`src/rtl/text_pkg.sv`:
```
// Shared constants and helpers for the text-mode character fetch pipeline.
package text_pkg;

  localparam int COLS      = 80;
  localparam int ROWS      = 30;
  localparam int CHAR_W    = 8;
  localparam int CHAR_H    = 16;
  localparam int LATENCY   = 4;
  localparam int TEXT_AW   = 12;
  localparam int FONT_AW   = 12;
  localparam int BLINK_BIT = 5;

  // Text RAM word layout: attribute in the upper byte, character code below.
  localparam int ATTR_MSB = 15;
  localparam int ATTR_LSB = 8;
  localparam int CHAR_MSB = 7;
  localparam int CHAR_LSB = 0;

  typedef struct packed {
    logic [3:0] bg;
    logic [3:0] fg;
  } attr_t;

  function automatic logic [TEXT_AW-1:0] cell_addr(input logic [6:0] col,
                                                    input logic [5:0] row);
    return ({6'd0, row} * TEXT_AW'(COLS)) + {5'd0, col};
  endfunction

endpackage

```
`src/rtl/sideband_delay.sv`:
```
// Fixed-depth shift register with synchronous reset for pipeline sideband signals.
module sideband_delay #(
  parameter int WIDTH = 1,
  parameter int DEPTH = 1
) (
  input  logic             clk,
  input  logic             rst,
  input  logic [WIDTH-1:0] din,
  output logic [WIDTH-1:0] dout
);

  logic [WIDTH-1:0] stages [DEPTH];

  always_ff @(posedge clk) begin
    if (rst) begin
      for (int i = 0; i < DEPTH; i++) stages[i] <= '0;
    end else begin
      stages[0] <= din;
      for (int i = 1; i < DEPTH; i++) stages[i] <= stages[i-1];
    end
  end

  assign dout = stages[DEPTH-1];

endmodule

```
`src/rtl/text_char_fetch.sv`:
```
// Four-stage text-mode fetch: cell address -> text RAM -> font ROM -> glyph line
// plus colour attribute, with blinking underline cursor and aligned syncs.
module text_char_fetch
  import text_pkg::*;
(
  input  logic               clk,
  input  logic               rst,
  input  logic               in_de,
  input  logic               in_hs,
  input  logic               in_vs,
  input  logic [9:0]         pix_x,
  input  logic [9:0]         pix_y,
  output logic [TEXT_AW-1:0] text_addr,
  input  logic [15:0]        text_data,
  output logic [FONT_AW-1:0] font_addr,
  input  logic [7:0]         font_data,
  input  logic [6:0]         cursor_col,
  input  logic [4:0]         cursor_row,
  input  logic               cursor_en,
  output logic               out_de,
  output logic               out_hs,
  output logic               out_vs,
  output logic [7:0]         font_line_data,
  output logic [2:0]         char_pix_x,
  output logic [7:0]         bg_fg_index
);

  localparam logic [6:0] COL_LIM = 7'(COLS);
  localparam logic [5:0] ROW_LIM = 6'(ROWS);

  logic [6:0] col;
  logic [5:0] row;
  logic [3:0] glyph;
  logic       eff_de;

  assign col    = pix_x[9:3];
  assign row    = pix_y[9:4];
  assign glyph  = pix_y[3:0];
  assign eff_de = in_de && (col < COL_LIM) && (row < ROW_LIM);

  logic [6:0] sync_d4;
  logic       de_d4, hs_d4, vs_d4, eff_d4;
  logic [2:0] px_d4;

  sideband_delay #(.WIDTH(7), .DEPTH(LATENCY)) u_sync_delay (
    .clk  (clk),
    .rst  (rst),
    .din  ({in_de, in_hs, in_vs, eff_de, pix_x[2:0]}),
    .dout (sync_d4)
  );

  assign {de_d4, hs_d4, vs_d4, eff_d4, px_d4} = sync_d4;

  // The live bit keeps the font stage from consuming a RAM word read before reset.
  logic [17:0] cell_d2;
  logic        live_d2;
  logic [3:0]  glyph_d2;
  logic [6:0]  col_d2;
  logic [5:0]  row_d2;

  sideband_delay #(.WIDTH(18), .DEPTH(LATENCY/2)) u_cell_delay (
    .clk  (clk),
    .rst  (rst),
    .din  ({1'b1, glyph, col, row}),
    .dout (cell_d2)
  );

  assign {live_d2, glyph_d2, col_d2, row_d2} = cell_d2;

  logic [5:0] frame_cnt;
  logic       vs_prev;
  logic       cursor_hit;
  attr_t      attr_raw;
  logic [7:0] attr_q;
  logic [7:0] attr_q2;

  assign attr_raw   = attr_t'(text_data[ATTR_MSB:ATTR_LSB]);
  assign cursor_hit = cursor_en && (col_d2 == cursor_col) &&
                      (row_d2 == {1'b0, cursor_row}) && (glyph_d2 >= 4'd14) &&
                      !frame_cnt[BLINK_BIT];

  always_ff @(posedge clk) begin
    if (rst) begin
      text_addr      <= '0;
      font_addr      <= '0;
      attr_q         <= '0;
      attr_q2        <= '0;
      frame_cnt      <= '0;
      vs_prev        <= 1'b0;
      out_de         <= 1'b0;
      out_hs         <= 1'b0;
      out_vs         <= 1'b0;
      font_line_data <= '0;
      char_pix_x     <= '0;
      bg_fg_index    <= '0;
    end else begin
      text_addr <= eff_de ? cell_addr(col, row) : '0;

      vs_prev <= in_vs;
      if (in_vs && !vs_prev) frame_cnt <= frame_cnt + 6'd1;

      if (live_d2) begin
        font_addr <= {text_data[CHAR_MSB:CHAR_LSB], glyph_d2};
        attr_q    <= cursor_hit ? {attr_raw.fg, attr_raw.bg} : attr_raw;
      end else begin
        font_addr <= '0;
        attr_q    <= '0;
      end
      attr_q2 <= attr_q;

      // Blank cells beyond the text area are forced to zero for the colour stage.
      out_de         <= de_d4 && eff_d4;
      out_hs         <= hs_d4;
      out_vs         <= vs_d4;
      font_line_data <= eff_d4 ? font_data : '0;
      bg_fg_index    <= eff_d4 ? attr_q2   : '0;
      char_pix_x     <= eff_d4 ? px_d4     : '0;
    end
  end

endmodule
```
`config.mk`:
```
export PLATFORM = sky130hd
export DESIGN_NAME = text_char_fetch
export DESIGN_NICKNAME = d
export VERILOG_FILES = /design/src/rtl/text_pkg.sv /design/src/rtl/sideband_delay.sv /design/src/rtl/text_char_fetch.sv
export SDC_FILE = /design/constraint.sdc
export NUM_CORES = 1
export LEC_CHECK = 0
export CORE_ASPECT_RATIO = 1.25
export CORE_UTILIZATION = 30
export CTS_BUF_LIST = sky130_fd_sc_hd__clkbuf_8
export DETAILED_ROUTE_END_ITERATION = 8
export GPL_ROUTABILITY_DRIVEN = 0
export HOLD_SLACK_MARGIN = 0.05
export REMOVE_ABC_BUFFERS = 1
export SYNTH_ARGS = -nofsm -noshare
export SYNTH_HDL_FRONTEND = slang
export SYNTH_SLANG_ARGS = --single-unit
```
`constraint.sdc`:
```
create_clock -name clk -period 2.74 [get_ports clk]
set_clock_uncertainty 0.2 [all_clocks]
set_input_delay 0.274 -clock clk [delete_from_list [all_inputs] [get_ports clk]]
set_output_delay 0.274 -clock clk [all_outputs]
set_load 0.03 [all_outputs]
```
==> flow_summary.ini, run 1 <==
[finish]
fin_util_pct = 43.40
area_growth_pct = 41.25
final_area_sq_um = 5968
layout_commonest_cell = dfxtp_1
n_antenna_cell = 0
final_nets = 564
mostFrequentLayoutCells = 132 x dfxtp_1, 106 x clkdlybuf4s50_1, 76 x nor2b_1
fin_cells = 675
drive_gt1_share_pct = 9.800

[die]
die_x_microns = 108.2
core_sq_um = 13750
die_h_microns = 134.7
rows = 48
start_util_pct = 30.72
dieArea_sq_um = 14570
io_pins = 108

[logic_synthesis]
syn_area_sq_um = 4225
synth_compound_area_share_pct = 1.362
synthArstFlopShare_pct = 0
synth_top_area_share_pct = 62.54
synth_fa_ha_area_share_pct = 4.501
synth_xor_xnor_area_share_pct = 4.886
synth_edf_count = 0
yosysSeqAreaShare_pct = 62.54
synth_mux_area_share_pct = 2.487
ys_types = 32
ys_ff_latch = 132
synth-warning-count = 0
synthFlopType = dfxtp_1
syn_inst = 364
synth-simple-area-share_pct = 22.68
ys_top_cells_by_area = dfxtp_1 63%, nor2b_1 11%, and2_1 5.6%
syn_area_per_cell_sq_um = 11.61
synth_top_family_by_area = simple AND/OR/NAND/NOR gates
synth_area_leader_cell = dfxtp_1

[route]
vias_per_cell = 4.080
first_pass_iters = 4
route.detailed.drc = 0
routed-via-count = 2754
drt-total-wl_microns = 8082
drtIter0Drc = 69
avgRoutedWirePerCell_microns = 11.97
drtAntennaViolNets = 0

[power_and_ir_drop]
p_per_area_nw_per_um2 = 676.4
ir_drop_v = 0.0004033
p_leak_nw = 2.458

[placed_design]
dp_cells = 644
dp_hpwl_microns = 5823
place.port_buffers = 107
dpl_cell_area_sq_um = 5547

[global_routing]
grt_pass1_vias = 2856
use_met3_pct = 5.792
met2_usage_pct = 20.77
overflow = 0
antenna_found_initial = 0
grt.total_usage_pct = 12.21
grt_max_degree = 41
busiest_layer = met2
use_met1_pct = 12.08
grt_pass1_wl_microns = 13300

[cts]
cts_tree = yes
cts.htree.levels = 4
cts_resized = 0
clkTransAtPathRegs_ns = 0.08
cts_buffers = 17
hold_buffers = 0
clk_latency_ns = 0.42
post-cts-setup-buffers = 0
clockBufferDepth = 2
cts_root_buffer = clkbuf_8
cts_sinks = 132

[run]
maxCapViolCount = 0

[timing]
clock.fmax_mhz = 382.6
tns_ns = 0
finalSetupViolations = 0
hold_viol_final = 0
period_minus_slack_ns = 2.614
max_slew_margin_pct = 27.89
worst_slew_pin_slew_ns = 1.079
maxSlewViolCount = 0
fin_crit_sh_pct = 95.40
rsz0062_at_grt = false
whs_ns = 0.1543

[critical_path]
cp-startpoint = pix_y[5]
critPathRequiredTime_ns = 2.86
r2r-start = frame_cnt[5]
endpoint_kind = register
critical_path_class = in -> reg
critPathLaunchType = input pin
crit_fanout = 2
cp.arrival_ns = 2.73

[outcome]
status = complete, no violations

[hold_path]
holdCritPathClass = in -> reg
holdCritStartpoint = rst
-- worst max-delay path: stages --
cell,delay [ns]
clkdlybuf4s50_1,0.43
ha_1,0.32
ha_1,0.23
fa_1,0.43
xnor2_1,0.18
nor2_1,0.10
or4b_4,0.46
mux2_4,0.30
-- final timing paths --
check,depth (start not counted),end,slack [ns]
max,8,text_addr[11],0.13
max reg2reg,4,attr_q[0],0.85
min,4,attr_q[2],0.15
min reg2reg,1,bg_fg_index[1],0.23
-- cells by family (layout without fill, tap and decap cells) --
family,Yosys count,in the layout
simple gates,159,159
flops,132,132
xor+xnor,22,22
buf+inv,17,153
fa+ha+maj,14,14
compound gates,10,10
mux,10,10
-- through the flow --
step                power [mW]  setup WS (ns)
finish                   4.037         0.1260
global route             4.236        0.07341
CTS                      4.099         0.1692
detailed placement       2.372        -0.2905
global placement         2.362        -0.2264
floorplan                2.185         0.2302
-- power by group --
| part | switching [mW] | internal, mW | total (mW) |
|---|---|---|---|
| Combinational | 0.144 | 0.195 | 0.340 |
| Clock | 0.729 | 0.981 | 1.71 |
| Sequential | 0.0146 | 1.97 | 1.99 |
| Total | 0.888 | 3.15 | 4.04 |
-- Yosys cell counts, types with 2 or more instances --
| master | number |
|---|---|
| a21o_1 | 2 |
| a21oi_1 | 5 |
| and2_1 | 38 |
| and3_1 | 3 |
| clkbuf_1 | 13 |
| dfxtp_1 | 132 |
| fa_1 | 2 |
| ha_1 | 12 |
| inv_1 | 3 |
| mux2i_1 | 9 |
| nand2_1 | 11 |
| nand3_1 | 2 |
| nand4_1 | 4 |
| nor2_1 | 12 |
| nor2b_1 | 76 |
| nor3_1 | 2 |
| nor4_1 | 3 |
| o21ai_0 | 2 |
| xnor2_1 | 4 |
| xor2_1 | 17 |
-- metal layers --
metal  up-vias  wire length [microns]
met3        12                    764
met4         0                    173
met5         -                      0
li1       1402                      -
met2        99                   3967
met1      1241                   3177
-- layout make-up --
type                    count  area [sq um]
repair buffers            119          1156
multi-input cells         215          1518
clock buffers              17         234.0
inverters                   3         11.26
clock inverters            14         187.7
fillers                  1339          7785
flip-flops and latches    132          2643
well taps                 175         219.0
-- flip-flops by register name, indices dropped and copies added, names as in the netlist --
signal and cells:
out_hs 1, bg_fg_index 8, font_line_data 8, out_vs 1
u_cell_delay.stages 36, u_sync_delay.stages 28, attr_q2 8, font_addr 12
frame_cnt 6, out_de 1, char_pix_x 3, attr_q 8
text_addr 12
No activity file was read; power rests on OpenSTA's default activity.
==> run 2: changes to the inputs <==
--- a/config.mk
+++ b/config.mk
@@ -8,6 +8,7 @@
 export CORE_ASPECT_RATIO = 1.25
 export CORE_UTILIZATION = 30
 export CTS_BUF_LIST = sky130_fd_sc_hd__clkbuf_8
+export CTS_CLUSTER_SIZE = 30
 export DETAILED_ROUTE_END_ITERATION = 8
 export GPL_ROUTABILITY_DRIVEN = 0
 export HOLD_SLACK_MARGIN = 0.05
==> results of run 2 <==
No change in the layout: final DEF, timing and power equal those of run 1.
==> run 3: changes to the inputs <==
--- a/config.mk
+++ b/config.mk
@@ -13,6 +13,7 @@
 export GPL_ROUTABILITY_DRIVEN = 0
 export HOLD_SLACK_MARGIN = 0.05
 export REMOVE_ABC_BUFFERS = 1
+export SKIP_CTS_REPAIR_TIMING = 1
 export SYNTH_ARGS = -nofsm -noshare
 export SYNTH_HDL_FRONTEND = slang
 export SYNTH_SLANG_ARGS = --single-unit
==> constraint.sdc (replaced) <==
create_clock -name clk -period 3.3 [get_ports clk]
set_clock_uncertainty 0.2 [all_clocks]
set_input_delay 0.33 -clock clk [delete_from_list [all_inputs] [get_ports clk]]
set_output_delay 0.33 -clock clk [all_outputs]
set_load 0.03 [all_outputs]
==> run 3 against run 2 <==
  * Sequential share of layout area increased by 0.89 points
  * Combinational power decreased by 21%
  * Register-to-register slack improved by 0.59 ns
  * First-iteration DRC count decreased by 19%
  * Critical path depth unchanged
  * Die area unchanged
  * Design area decreased by 2.0%
  * Global-route usage decreased by 0.16 points
  * Core utilization decreased by 0.86 points
  * Non-clock buffer count decreased by 7
  * Largest cell class unchanged
  * Highest routed layer unchanged
==> flow_summary.ini, run 3 (synthesis gave the netlist of run 1 again) <==
[die]
dieArea_sq_um = 14570
rows = 48
die_x_microns = 108.2
io_pins = 108
die_h_microns = 134.7
core_sq_um = 13750
start_util_pct = 30.72

[outcome]
status = complete, no violations

[critical_path]
cp_common_cell = ha_1
r2r-start = frame_cnt[5]
cp-startpoint = pix_y[7]
path_buf_inv = 1
cp.arrival_ns = 2.89
critPathLaunchType = input pin
cpPeakStageDelay_ns = 0.55
critical_path_class = in -> reg
crit_family = adder cells
critPathRequiredTime_ns = 3.42
slowest_stage = fa_1
crit_fanout = 4
cp_cell_sequence = clkdlybuf4s50_1 > ha_1 > ha_1 > fa_1 > nand2_1 > nor2_1 > or4b_4 > mux2_4
endpoint_kind = register

[timing]
worst_slew_pin_slew_ns = 0.9719
rsz0062_at_grt = false
tns_ns = 0
clock.fmax_mhz = 361.0
maxSlewViolCount = 0
setup_ws_ns = 0.5298
finalSetupViolations = 0
whs_ns = 0.2238
period_minus_slack_ns = 2.770
hold_viol_final = 0
fin_crit_sh_pct = 83.95
max_slew_margin_pct = 35.07

[finish]
fin_util_pct = 42.54
reg_top3 = u_cell_delay.stages (36), u_sync_delay.stages (28)
top_register = u_cell_delay.stages
final_nets = 557
drive_gt1_share_pct = 7.317
mostFrequentLayoutCells = 132 x dfxtp_1, 106 x clkdlybuf4s50_1, 76 x nor2b_1
fin_cells = 667
layout_commonest_cell = dfxtp_1
n_antenna_cell = 0
area_growth_pct = 38.47
final_area_sq_um = 5851
largest_reg_flops = 36

[global_routing]
use_met1_pct = 12.17
met2_usage_pct = 19.36
antenna_found_initial = 0
grt_pass1_vias = 2715
grt_pass1_wl_microns = 12880
grt_max_degree = 39
overflow = 0
grt.total_usage_pct = 12.05
use_met3_pct = 6.564
busiest_layer = met2

[route]
vias_per_cell = 4.021
drtIter0Drc = 56
first_pass_iters = 4
route.detailed.drc = 0
avgRoutedWirePerCell_microns = 11.79
drtAntennaViolNets = 0
drt-total-wl_microns = 7866
routed-via-count = 2682

[cts]
cts_buffers = 17
cts.htree.levels = 4
cts_tree = yes
cts_root_buffer = clkbuf_8
clockBufferDepth = 2
clkTransAtPathRegs_ns = 0.06
cts_sinks = 132
clk_latency_ns = 0.43

[power_and_ir_drop]
ir_drop_v = 0.0002335
total_power_mw = 3.121
p_leak_nw = 2.423
p_per_area_nw_per_um2 = 533.4

[run]
maxCapViolCount = 0

[placed_design]
dp_hpwl_microns = 5677
dpl_cell_area_sq_um = 5487
place.port_buffers = 107
dp_cells = 636
pre_cts_ws_ns = 0.09539

[hold_path]
holdCritPathClass = reg -> reg
holdCritStartpoint = attr_q2[7]
-- run 3: where the power goes --
part | leakage (nW) | switching [mW] | total, mW | internal (mW)
Clock | 0.202 | 0.551 | 1.20 | 0.650
Combinational | 1.14 | 0.117 | 0.268 | 0.151
Sequential | 1.08 | 0.0121 | 1.65 | 1.64
-- run 3: per-layer routing --
metal	up-vias	routed length, microns	share of wire (%)
li1	1386	-	-
met1	1172	3280	42
met2	108	3655	46
met3	16	720	9.2
met4	0	210	2.7
met5	-	0	0
-- run 3: layout make-up --
class	count	area (sq um)
repair buffers	112	1106
flip-flops and latches	132	2643
inverters	3	11.26
clock inverters	9	65.06
clock buffers	21	289.0
fillers	1319	7903
multi-input cells	215	1518
well taps	175	219.0
-- run 3: final timing paths --
check | depth (start not counted) | slack (ns) | endpoint
setup / recovery | 8 | 0.53 | text_addr[11]
hold / removal | 1 | 0.22 | bg_fg_index[7]
setup reg to reg | 4 | 1.44 | attr_q[5]
hold reg to reg | 1 | 0.22 | bg_fg_index[7]
==> edit: new RTL, flow settings as in run 2 <==
Register the input `in_vs` before use, cleared by the reset. The logic sees it one clock later. The other inputs are not delayed to match.
--- a/src/rtl/text_char_fetch.sv
+++ b/src/rtl/text_char_fetch.sv
@@ -28,6 +28,16 @@
   localparam logic [6:0] COL_LIM = 7'(COLS);
   localparam logic [5:0] ROW_LIM = 6'(ROWS);
 
+  logic in_vs_q;
+
+  always_ff @(posedge clk) begin
+    if (rst) begin
+      in_vs_q <= '0;
+    end else begin
+      in_vs_q <= in_vs;
+    end
+  end
+
   logic [6:0] col;
   logic [5:0] row;
   logic [3:0] glyph;
@@ -45,7 +55,7 @@
   sideband_delay #(.WIDTH(7), .DEPTH(LATENCY)) u_sync_delay (
     .clk  (clk),
     .rst  (rst),
-    .din  ({in_de, in_hs, in_vs, eff_de, pix_x[2:0]}),
+    .din  ({in_de, in_hs, in_vs_q, eff_de, pix_x[2:0]}),
     .dout (sync_d4)
   );
 
@@ -96,8 +106,8 @@
     end else begin
       text_addr <= eff_de ? cell_addr(col, row) : '0;
 
-      vs_prev <= in_vs;
-      if (in_vs && !vs_prev) frame_cnt <= frame_cnt + 6'd1;
+      vs_prev <= in_vs_q;
+      if (in_vs_q && !vs_prev) frame_cnt <= frame_cnt + 6'd1;
 
       if (live_d2) begin
         font_addr <= {text_data[CHAR_MSB:CHAR_LSB], glyph_d2};
Check against the original RTL: not equivalent (Yosys sat finds a counterexample within 10 cycles, from zero or initial values and one cycle with rst high).
==> edit against run 2 <==
  * Synthesized cell count rose by 0.55%
  * Wire length down 3.4%
  * Cell area about the same
  * Fmax up 1.7%
  * Worst setup slack gained 0.043 ns
  * Total power shrank 3.1%
  * Die area increased by 0.55%
  * Area after synthesis increased by 0.56%
  * Sequential cell count is 1 higher
  * Critical path depth unchanged
  * Global-route usage fell by 0.57 points
==> edit: results (changes against run 2) <==
----------------------------------------------------
[Yosys]
  Xor-xnor portion of the synthesized cell area ... 0.04859 (was 0.04886)
  Count of cell types in the netlist ... 31 (was 32)
  Largest cells by area after synthesis ... dfxtp_1 (63%), nor2b_1 (11%), and2_1 (5.6%), ha_1 (3.5%), xor2_1 (3.5%) (was dfxtp_1 (63%), nor2b_1 (11%), and2_1 (5.6%), ha_1 (3.6%), xor2_1 (3.5%))
  Ranking of synthesized cells by instance count ... dfxtp_1 (133), nor2b_1 (77), and2_1 (38) (was dfxtp_1 (132), nor2b_1 (76), and2_1 (38))
  Multiplexer area fraction after synthesis ... 0.02473 (was 0.02487)
  Fraction of the yosys area taken by sequential cells ... 0.6266 (was 0.6254)
  Post-synthesis area per instance ... 11.61 um^2 (about the same)

[Power]
  Logic pwr share ... 0.086 (was 0.084)
  Clock network fraction of total power ... 0.403 (was 0.424)
  Fraction of power spent switching nets ... 0.2220 (was 0.2200)
  Cell leakage power ... 2.470 nW (was 2.458 nW)
  Switching power summed over all nets ... 0.8688 mW (was 0.8880 mW)

[Placement]
  DPL Wire Length ... 5.651 mm (was 5.823 mm)
  Placed cells ... 648 (was 644)
  Worst setup timing slack at the placement stage ... -0.2912 ns (was -0.2905 ns)
  Cell area after placement ... 5587 um^2 (was 5547 um^2)

[Global route]
  Via count of the first global-routing pass ... 2677 (was 2856)
  First-pass GRT wire length ... 12.44 mm (was 13.30 mm)
  Largest net degree at the start of global routing ... 42 (was 41)
  Global-route total usage across every layer ... 0.1164 (was 0.1221)

[Setup path]
  Setup slack of the most critical reg-to-reg path ... 0.98 ns (was 0.85 ns)
  Worst path slowest cell ... fa_1 (was or4b_4)
  Highest cell delay on the worst timing path ... 0.52 ns (was 0.46 ns)
  Depth of the worst register-to-register path ... 5 (was 4)

[Worst hold path]
  Worst Hold Endpoint ... font_addr[2] (was attr_q[2])
  Count of cells along the worst hold path ... 3 (was 4)

[Final layout]
  Net count of the finished layout ... 568 (was 564)
  Share of final-layout standard cells stronger than drive strength 1 ... 0.09325 (was 0.09800)
  Final Instance Count excl. Fillers ... 679 (was 675)
  Number of inserted filler cells in the final layout ... 1355 (was 1339)
  Area occupied by registers ... 2663 um^2 (was 2643 um^2)

[Status]
  Outcome ... completed (unchanged)

[Timing]
  Final Hold Slack ... 0.1017 ns (was 0.1543 ns)
  Worst slew margin relative to its limit ... 0.3350 (was 0.2789)

[Detailed routing]
  Detail-routed via count per cell ... 4.047 (was 4.080)
  Final wirelength ... 7.804 mm (was 8.082 mm)
  First-iteration detailed-routing DRC count ... 64 (was 69)

[CTS]
  Clock transition at the registers of the reported paths ... 0.07 ns

----------------------------------------------------
edit: per-layer routing:
layer,up-vias,track usage,wire (um)
li1,1415,-,-
met1,1209,0.1178,3185
met2,103,0.1846,3608
met3,21,0.06033,763
met4,0,0.07883,247
met5,-,0,0
edit: cell type report:
type / instances / share of cell area
clock buffer: 20 / 0.04608
clock inverter: 11 / 0.01864
inverter: 3 / 0.001885
multi-input combinational: 216 / 0.2549
sequential: 133 / 0.4457
tap: 175 / 0.03666
timing repair buffer: 121 / 0.1961
edit: how the worst max path moves through the flow:
stage | from | end | slack (ns) | cells after the start
after global routing | pix_y[5] | text_addr[11] | 0.15 | 8
final | pix_y[5] | text_addr[11] | 0.17 | 8
after detailed placement | pix_y[5] | text_addr[11] | -0.29 | 8
after global placement | pix_y[5] | text_addr[11] | -0.23 | 8
after CTS | pix_y[5] | text_addr[11] | 0.20 | 8
after floorplan | pix_y[5] | text_addr[11] | 0.23 | 7
